[src/rtl/ififo_pkg.sv]
// Shared definitions for the fetch -> dispatch instruction FIFO.
// Fetch and dispatch both import ififo_entry_t from here so the packet
// layout is defined exactly once.
package ififo_pkg;

    localparam int INSTR_WIDTH = 32;
    localparam int ADDR_WIDTH  = 32;
    localparam int IFIFO_DEPTH = 8;

    // One predicted fetch packet (98 bits, instr in the MSBs).
    typedef struct packed {
        logic [INSTR_WIDTH-1:0] instr;
        logic [ADDR_WIDTH-1:0]  pc;
        logic                   is_cond_br;
        logic                   br_dir_pred;
        logic [ADDR_WIDTH-1:0]  br_target_pred;
    } ififo_entry_t;

    localparam int ENTRY_WIDTH = $bits(ififo_entry_t);

endpackage

[src/rtl/ififo_fifo_ptr_ctrl.sv]
// Pointer bookkeeping for the instruction FIFO: read/write pointers with a
// wrap bit, full/empty/occupancy, and the flush/reset pointer clear.
module fifo_ptr_ctrl #(
    parameter int DEPTH     = 8,
    parameter int PTR_WIDTH = $clog2(DEPTH)
) (
    input  logic                 clk,
    input  logic                 rst,
    input  logic                 flush,
    input  logic                 push_valid,
    input  logic                 pop_ready,
    output logic                 enq,
    output logic                 full,
    output logic                 empty,
    output logic [PTR_WIDTH-1:0] wr_addr,
    output logic [PTR_WIDTH-1:0] rd_addr,
    output logic [PTR_WIDTH:0]   count
);

    localparam logic [PTR_WIDTH:0] PTR_ONE   = (PTR_WIDTH+1)'(1);
    localparam logic [PTR_WIDTH:0] DEPTH_CNT = (PTR_WIDTH+1)'(DEPTH);

    logic [PTR_WIDTH:0] wr_ptr;
    logic [PTR_WIDTH:0] rd_ptr;
    logic               deq;

    // Full/empty come only from the registered pointers, so neither handshake
    // output depends combinationally on the other side's input.
    always_comb begin
        empty   = (wr_ptr == rd_ptr);
        full    = (wr_ptr[PTR_WIDTH-1:0] == rd_ptr[PTR_WIDTH-1:0]) &&
                  (wr_ptr[PTR_WIDTH] != rd_ptr[PTR_WIDTH]);
        enq     = push_valid & ~full;
        deq     = pop_ready & ~empty;
        count   = wr_ptr - rd_ptr;
        wr_addr = wr_ptr[PTR_WIDTH-1:0];
        rd_addr = rd_ptr[PTR_WIDTH-1:0];
    end

    // Pointer update; reset and flush both return to the origin and drop any
    // same-cycle enqueue/dequeue.
    always_ff @(posedge clk) begin
        if (rst || flush) begin
            wr_ptr <= '0;
            rd_ptr <= '0;
        end else begin
            if (enq) wr_ptr <= wr_ptr + PTR_ONE;
            if (deq) rd_ptr <= rd_ptr + PTR_ONE;
        end
    end

    // Structural invariants of the handshake and the occupancy range.
    always_ff @(posedge clk) begin
        if (!rst) begin
            assert (!(enq && full))   else $error("ififo: enqueue while full");
            assert (!(deq && empty))  else $error("ififo: dequeue while empty");
            assert (count <= DEPTH_CNT) else $error("ififo: occupancy out of range");
        end
    end

endmodule

[src/rtl/ififo.sv]
// Instruction FIFO between fetch and dispatch. Holds the entry storage and
// the head read mux; pointer control lives in fifo_ptr_ctrl.
module ififo
    import ififo_pkg::*;
#(
    parameter int DEPTH = IFIFO_DEPTH,
    localparam int PTR_WIDTH = $clog2(DEPTH)
) (
    input  logic                   clk,
    input  logic                   rst,
    input  logic                   fetch_ififo_valid,
    output logic                   fetch_ififo_ready,
    input  logic [ENTRY_WIDTH-1:0] fetch_ififo_data,
    output logic                   ififo_dispatch_valid,
    input  logic                   ififo_dispatch_ready,
    output logic [ENTRY_WIDTH-1:0] ififo_dispatch_data,
    input  logic                   flush,
    output logic [PTR_WIDTH:0]     ififo_count
);

    logic                   enq;
    logic                   full;
    logic                   empty;
    logic [PTR_WIDTH-1:0]   wr_addr;
    logic [PTR_WIDTH-1:0]   rd_addr;
    logic [ENTRY_WIDTH-1:0] storage [DEPTH];

    fifo_ptr_ctrl #(
        .DEPTH     (DEPTH),
        .PTR_WIDTH (PTR_WIDTH)
    ) u_ptr_ctrl (
        .clk        (clk),
        .rst        (rst),
        .flush      (flush),
        .push_valid (fetch_ififo_valid),
        .pop_ready  (ififo_dispatch_ready),
        .enq        (enq),
        .full       (full),
        .empty      (empty),
        .wr_addr    (wr_addr),
        .rd_addr    (rd_addr),
        .count      (ififo_count)
    );

    // Entry storage: cleared on reset, written on an accepted enqueue; a
    // flush suppresses the write but leaves existing contents in place.
    always_ff @(posedge clk) begin
        if (rst) begin
            for (int i = 0; i < DEPTH; i++) storage[i] <= '0;
        end else if (enq && !flush) begin
            storage[wr_addr] <= fetch_ififo_data;
        end
    end

    // Handshake outputs and the combinational head read (no empty bypass).
    always_comb begin
        fetch_ififo_ready    = ~full;
        ififo_dispatch_valid = ~empty;
        ififo_dispatch_data  = storage[rd_addr];
    end

endmodule
[config.mk]
export PLATFORM = sky130hd
export DESIGN_NAME = ififo
export DESIGN_NICKNAME = d
export VERILOG_FILES = /design/src/rtl/ififo_pkg.sv /design/src/rtl/ififo_fifo_ptr_ctrl.sv /design/src/rtl/ififo.sv
export SDC_FILE = /design/constraint.sdc
export NUM_CORES = 1
export LEC_CHECK = 0
export CAP_MARGIN = 20
export CORE_ASPECT_RATIO = 0.75
export CORE_MARGIN = 2
export CORE_UTILIZATION = 34
export CTS_BUF_LIST = sky130_fd_sc_hd__clkbuf_4
export DETAILED_ROUTE_END_ITERATION = 8
export PLACE_DENSITY = 0.47
export SLEW_MARGIN = 10
export SYNTH_ARGS = -nofsm -noshare
export SYNTH_HDL_FRONTEND = slang
export SYNTH_HIERARCHICAL = 1
export SYNTH_SLANG_ARGS = --single-unit
[constraint.sdc]
create_clock -name clk -period 9.1 [get_ports clk]
set_input_delay 1.82 -clock clk [delete_from_list [all_inputs] [get_ports clk]]
set_output_delay 1.82 -clock clk [all_outputs]
set_load 0.02 [all_outputs]
* Yosys cells after proc, flatten, opt, wreduce, memory -nomap -nowiden *
Memory sizes are Yosys's and may differ from the RTL's. A register that Yosys moved wholly into a read port is not among the register bits.
Index checks and enable logic that the tools add are counted.

cells by class
  multiplexer cells = 10
  bitwise operators = 4
  reduce and logical (&&, ||, !) cells = 5
  $add $sub $neg = 3
  equality and inequality tests = 3

operator list
  cell                                                            count
  98-bit 2-to-1 mux                                               1
  98-bit OR reduction                                             1
  3-bit 2-to-1 mux                                                3
  4-bit by 1-bit adder with 4-bit output (second input constant)  2
  1-bit 2-to-1 mux                                                6
  4-bit equality test                                             1
  4-bit subtractor                                                1
  3-bit equality test                                             1
  1-bit bitwise AND                                               2
  1-bit logical AND                                               2
  1-bit NOT                                                       2
  1-bit logical NOT                                               1
  1-bit logical OR                                                1
  1-bit inequality test                                           1

storage, ports and cells
  flip-flop bits (word level) = 8
  memories kept = 1
  output and inout port bits = 104
  input port bits = 103
  word-level logic and storage cells = 28
  bits in writable memories = 784

memory list
  memory   words  bits a word  rd ports  clocked after Yosys merged registers in  wr ports  RTL line     source
  storage  8      98           1         1                                        8         ififo.sv:26  logic [ENTRY_WIDTH-1:0] storage [DEPTH];

* Longest topological paths before layout *
  depth after elaboration = 10
  gate-level depth with buffers = 10

* Hierarchy *
The synthesis kept the hierarchy.

modules (own cells, without submodules)
  module         cells an instance  times used  area an instance (um^2)
  ififo          2,206              1           34,829.7
  fifo_ptr_ctrl  64                 1           571.8

* Worst setup path after synthesis *
OpenSTA, ideal clock, no wires.

  path kind = input port to flip-flop
  start = input port fetch_ififo_valid
  end = memory storage[0][0] (netlist name) (enable)
  arrival = 7.388 ns
  stages = 7
  slack = 1.137 ns
  path through = o21ai_4 inv_1 or4b_1 buf_2 buf_6 buf_2 o21bai_1

RTL lines
  what         RTL line     source
  from (decl)  ififo.sv:11  input logic fetch_ififo_valid,
  to (decl)    ififo.sv:26

==> flow_summary.ini <==
[run_status]
outcome = finished clean

[setup_path]
worst-path-max-fanout = 45
cp_num_buf_inv = 2
start_kind = flop
cpPeakStageDelay_ns = 1.01
crit_arrival_ns = 4.50
worstPathCellList = buf_4 -> mux4_2 -> mux2_2 -> clkdlybuf4s50_1
crit_family = buffers and inverters
end_kind = output pin
worstPathRequired_ns = 7.28
critPathSlowestCell = dfxtp_4
crit_type = reg -> out

[synthesis]
syn_avg_cell_area_um2 = 15.6
synthCells = 2270
syn_nets = 2379
synth_warnings = 6
syn-cell-area_mm2 = 0.0354
yosysTopAreaCell = edfxtp_1
synthTopCellsByArea = edfxtp_1 (67%), mux4_2 (12%), nor3_1 (11%)
ys_ff_latch = 792
synth_top_area_share = 0.665
yosysSeqAreaShare = 0.670
synth.distinct_cells = 34

[clocking]
max-clock-path-buffers = 3
clk_latency_ns = 1.10
post-cts-setup-buffer-count = 0
root_buffer = clkbuf_4
cts.sinks = 792
holdBufCountCts = 0
cts_tree = done
cts.repair.resized = 0
cts_made_buffers = 197
clk_pin_slew_worst_paths_ns = 0.07
htree_levels = 4

[layout]
stdcell_area_mm2 = 0.0408
instances_no_fill = 3963
register_area_mm2 = 0.0237
multiInputGateArea_mm2 = 0.0101
fin_nets = 2591
area_delta_synth_final_pct = 15.3
layout_commonest_cell = edfxtp_1
drive_above_1_share = 0.261
n_fill_cell = 9681
final_cell_mix = edfxtp_1 (784), nor3_1 (764), clkbuf_4 (288)

[routing]
routed_wl_um = 97800
detail-route-antenna-nets = 0
drt_first_pass_iters = 5
drtIter0Drc = 1628
wl_per_cell_um = 24.7
vias_per_cell = 5.38
vias = 21329
drc_errors = 0

[floorplan]
start_util = 0.343
coreArea_mm2 = 0.103
die_area_mm2 = 0.107
rows = 102
pin_count = 207
die_h_um = 283
die_x_um = 377

[global_route]
antenna_found_initial = 7
grt_pass1_wl_um = 147000
overflow = 0
grt_max_degree = 183
track_usage = 0.185
grt_pass1_vias = 23006

[placement]
hpwl_um = 48500
gp_congestion = 0.699
place_area_mm2 = 0.0384
dp.cells = 3632
port_buffers = 206

[timing]
tns_ns = 0
post-route-period-util = 0.694
hold_viol_final = 0
setup_violations = 0
drv_slew = 0
clock_skew_ns = 0.0690
worst_pin_slew_ns = 1.15
maxSlewHeadroom = 0.236
period_needed_ns = 6.32
rsz0062_at_grt = false
fmax_mhz = 158

[job]
cap_violations = 0

[power_and_ir_drop]
p_leak_nw = 12.7
p_per_area_mw_per_mm2 = 187
ir_drop_mv = 0.110

[hold_path]
hp-class = reg -> reg
[per-stage QoR]
step	power (W)	setup slack, ns	utilization	hold slack [ns]
global placement	0.00481	3.57	0.372	0.576
global route	0.00798	2.39	0.395	0.641
floorplan	0.00458	1.14	-	0.529
CTS	0.00777	2.46	0.395	0.612
finish	0.00764	2.78	0.395	0.605
detailed placement	0.00482	3.47	0.372	0.600
[report_power, final]
part	leakage [nW]	internal (W)	switching, W
Combinational	3.15	0.000212	0.000338
Clock	1.43	0.00148	0.00143
Sequential	8.13	0.00414	0.0000374
Total	12.7	0.00583	0.00180
[final timing paths]
path                                            from                endpoint  slack (ns)  cells past startpoint
worst max-delay path            u_ptr_ctrl/rd_ptr[0]  ififo_dispatch_data[1]        2.78                      4
worst min-delay path            u_ptr_ctrl/rd_ptr[3]    u_ptr_ctrl/rd_ptr[3]        0.61                      2
worst max register to register  u_ptr_ctrl/rd_ptr[0]          storage[3][58]        4.32                      9
worst min register to register  u_ptr_ctrl/rd_ptr[3]    u_ptr_ctrl/rd_ptr[3]        0.61                      2
[area by class of cell]
| class | instances | share of cell area |
|---|---|---|
| Antenna cell | 6 | 0.000368 |
| Tap cell | 1352 | 0.0414 |
| Timing Repair Buffer | 250 | 0.0620 |
| Clock inverter | 34 | 0.00463 |
| Inverter | 108 | 0.00993 |
| Multi-Input combinational cell | 1133 | 0.248 |
| Clock buffer | 288 | 0.0530 |
| Sequential cell | 792 | 0.581 |
[tightest hold or removal path: stages, from the launching register on]
cell	delay (ns)
dfxtp_1	0.36
xnor2_1	0.14
nor2_1	0.07
[synthesized netlist by cell type]
cell and number:
edfxtp_1 784, nor3_1 764, mux4_2 196, clkbuf_1 113, clkinv_1 98, mux2_2 98, buf_2 58, buf_6 44
nor3_2 20, buf_1 16, inv_1 10, nor2_1 10, dfxtp_1 8, o21bai_1 8, buf_4 6, xnor2_1 6
ha_1 5, a21oi_1 3, xor2_1 3, mux2i_1 2, nand2b_1 2, nand4_1 2, o211ai_1 2, or2_2 2
a21o_1 1, and3_1 1, fa_1 1, nand2_1 1, nand3_2 1, nand4bb_1 1, o21ai_2 1, o21ai_4 1
or4b_1 1, xnor2_2 1
[cells by family after synthesis]
logic type | after synthesis | synth area share
XOR/XNOR | 10 | 0.00269
buffers and inverters | 345 | 0.0486
AND/OR/NAND/NOR | 805 | 0.117
adder cells (fa/ha/maj) | 6 | 0.00233
multiplexers | 296 | 0.156
flip-flops | 792 | 0.670
AO/OA/AOI/OAI | 16 | 0.00346
[metal layers]
layer  share of wire  global-route usage
met1            0.43               0.241
met2            0.50               0.305
met3           0.055              0.0396
met4           0.021              0.0672
met5         0.00047                   0
[state kept, by name, summed over array words and instances, names as in the netlist]
name               count
u_ptr_ctrl/wr_ptr      4
storage              784
u_ptr_ctrl/rd_ptr      4
(Power assumes the default switching activity.)
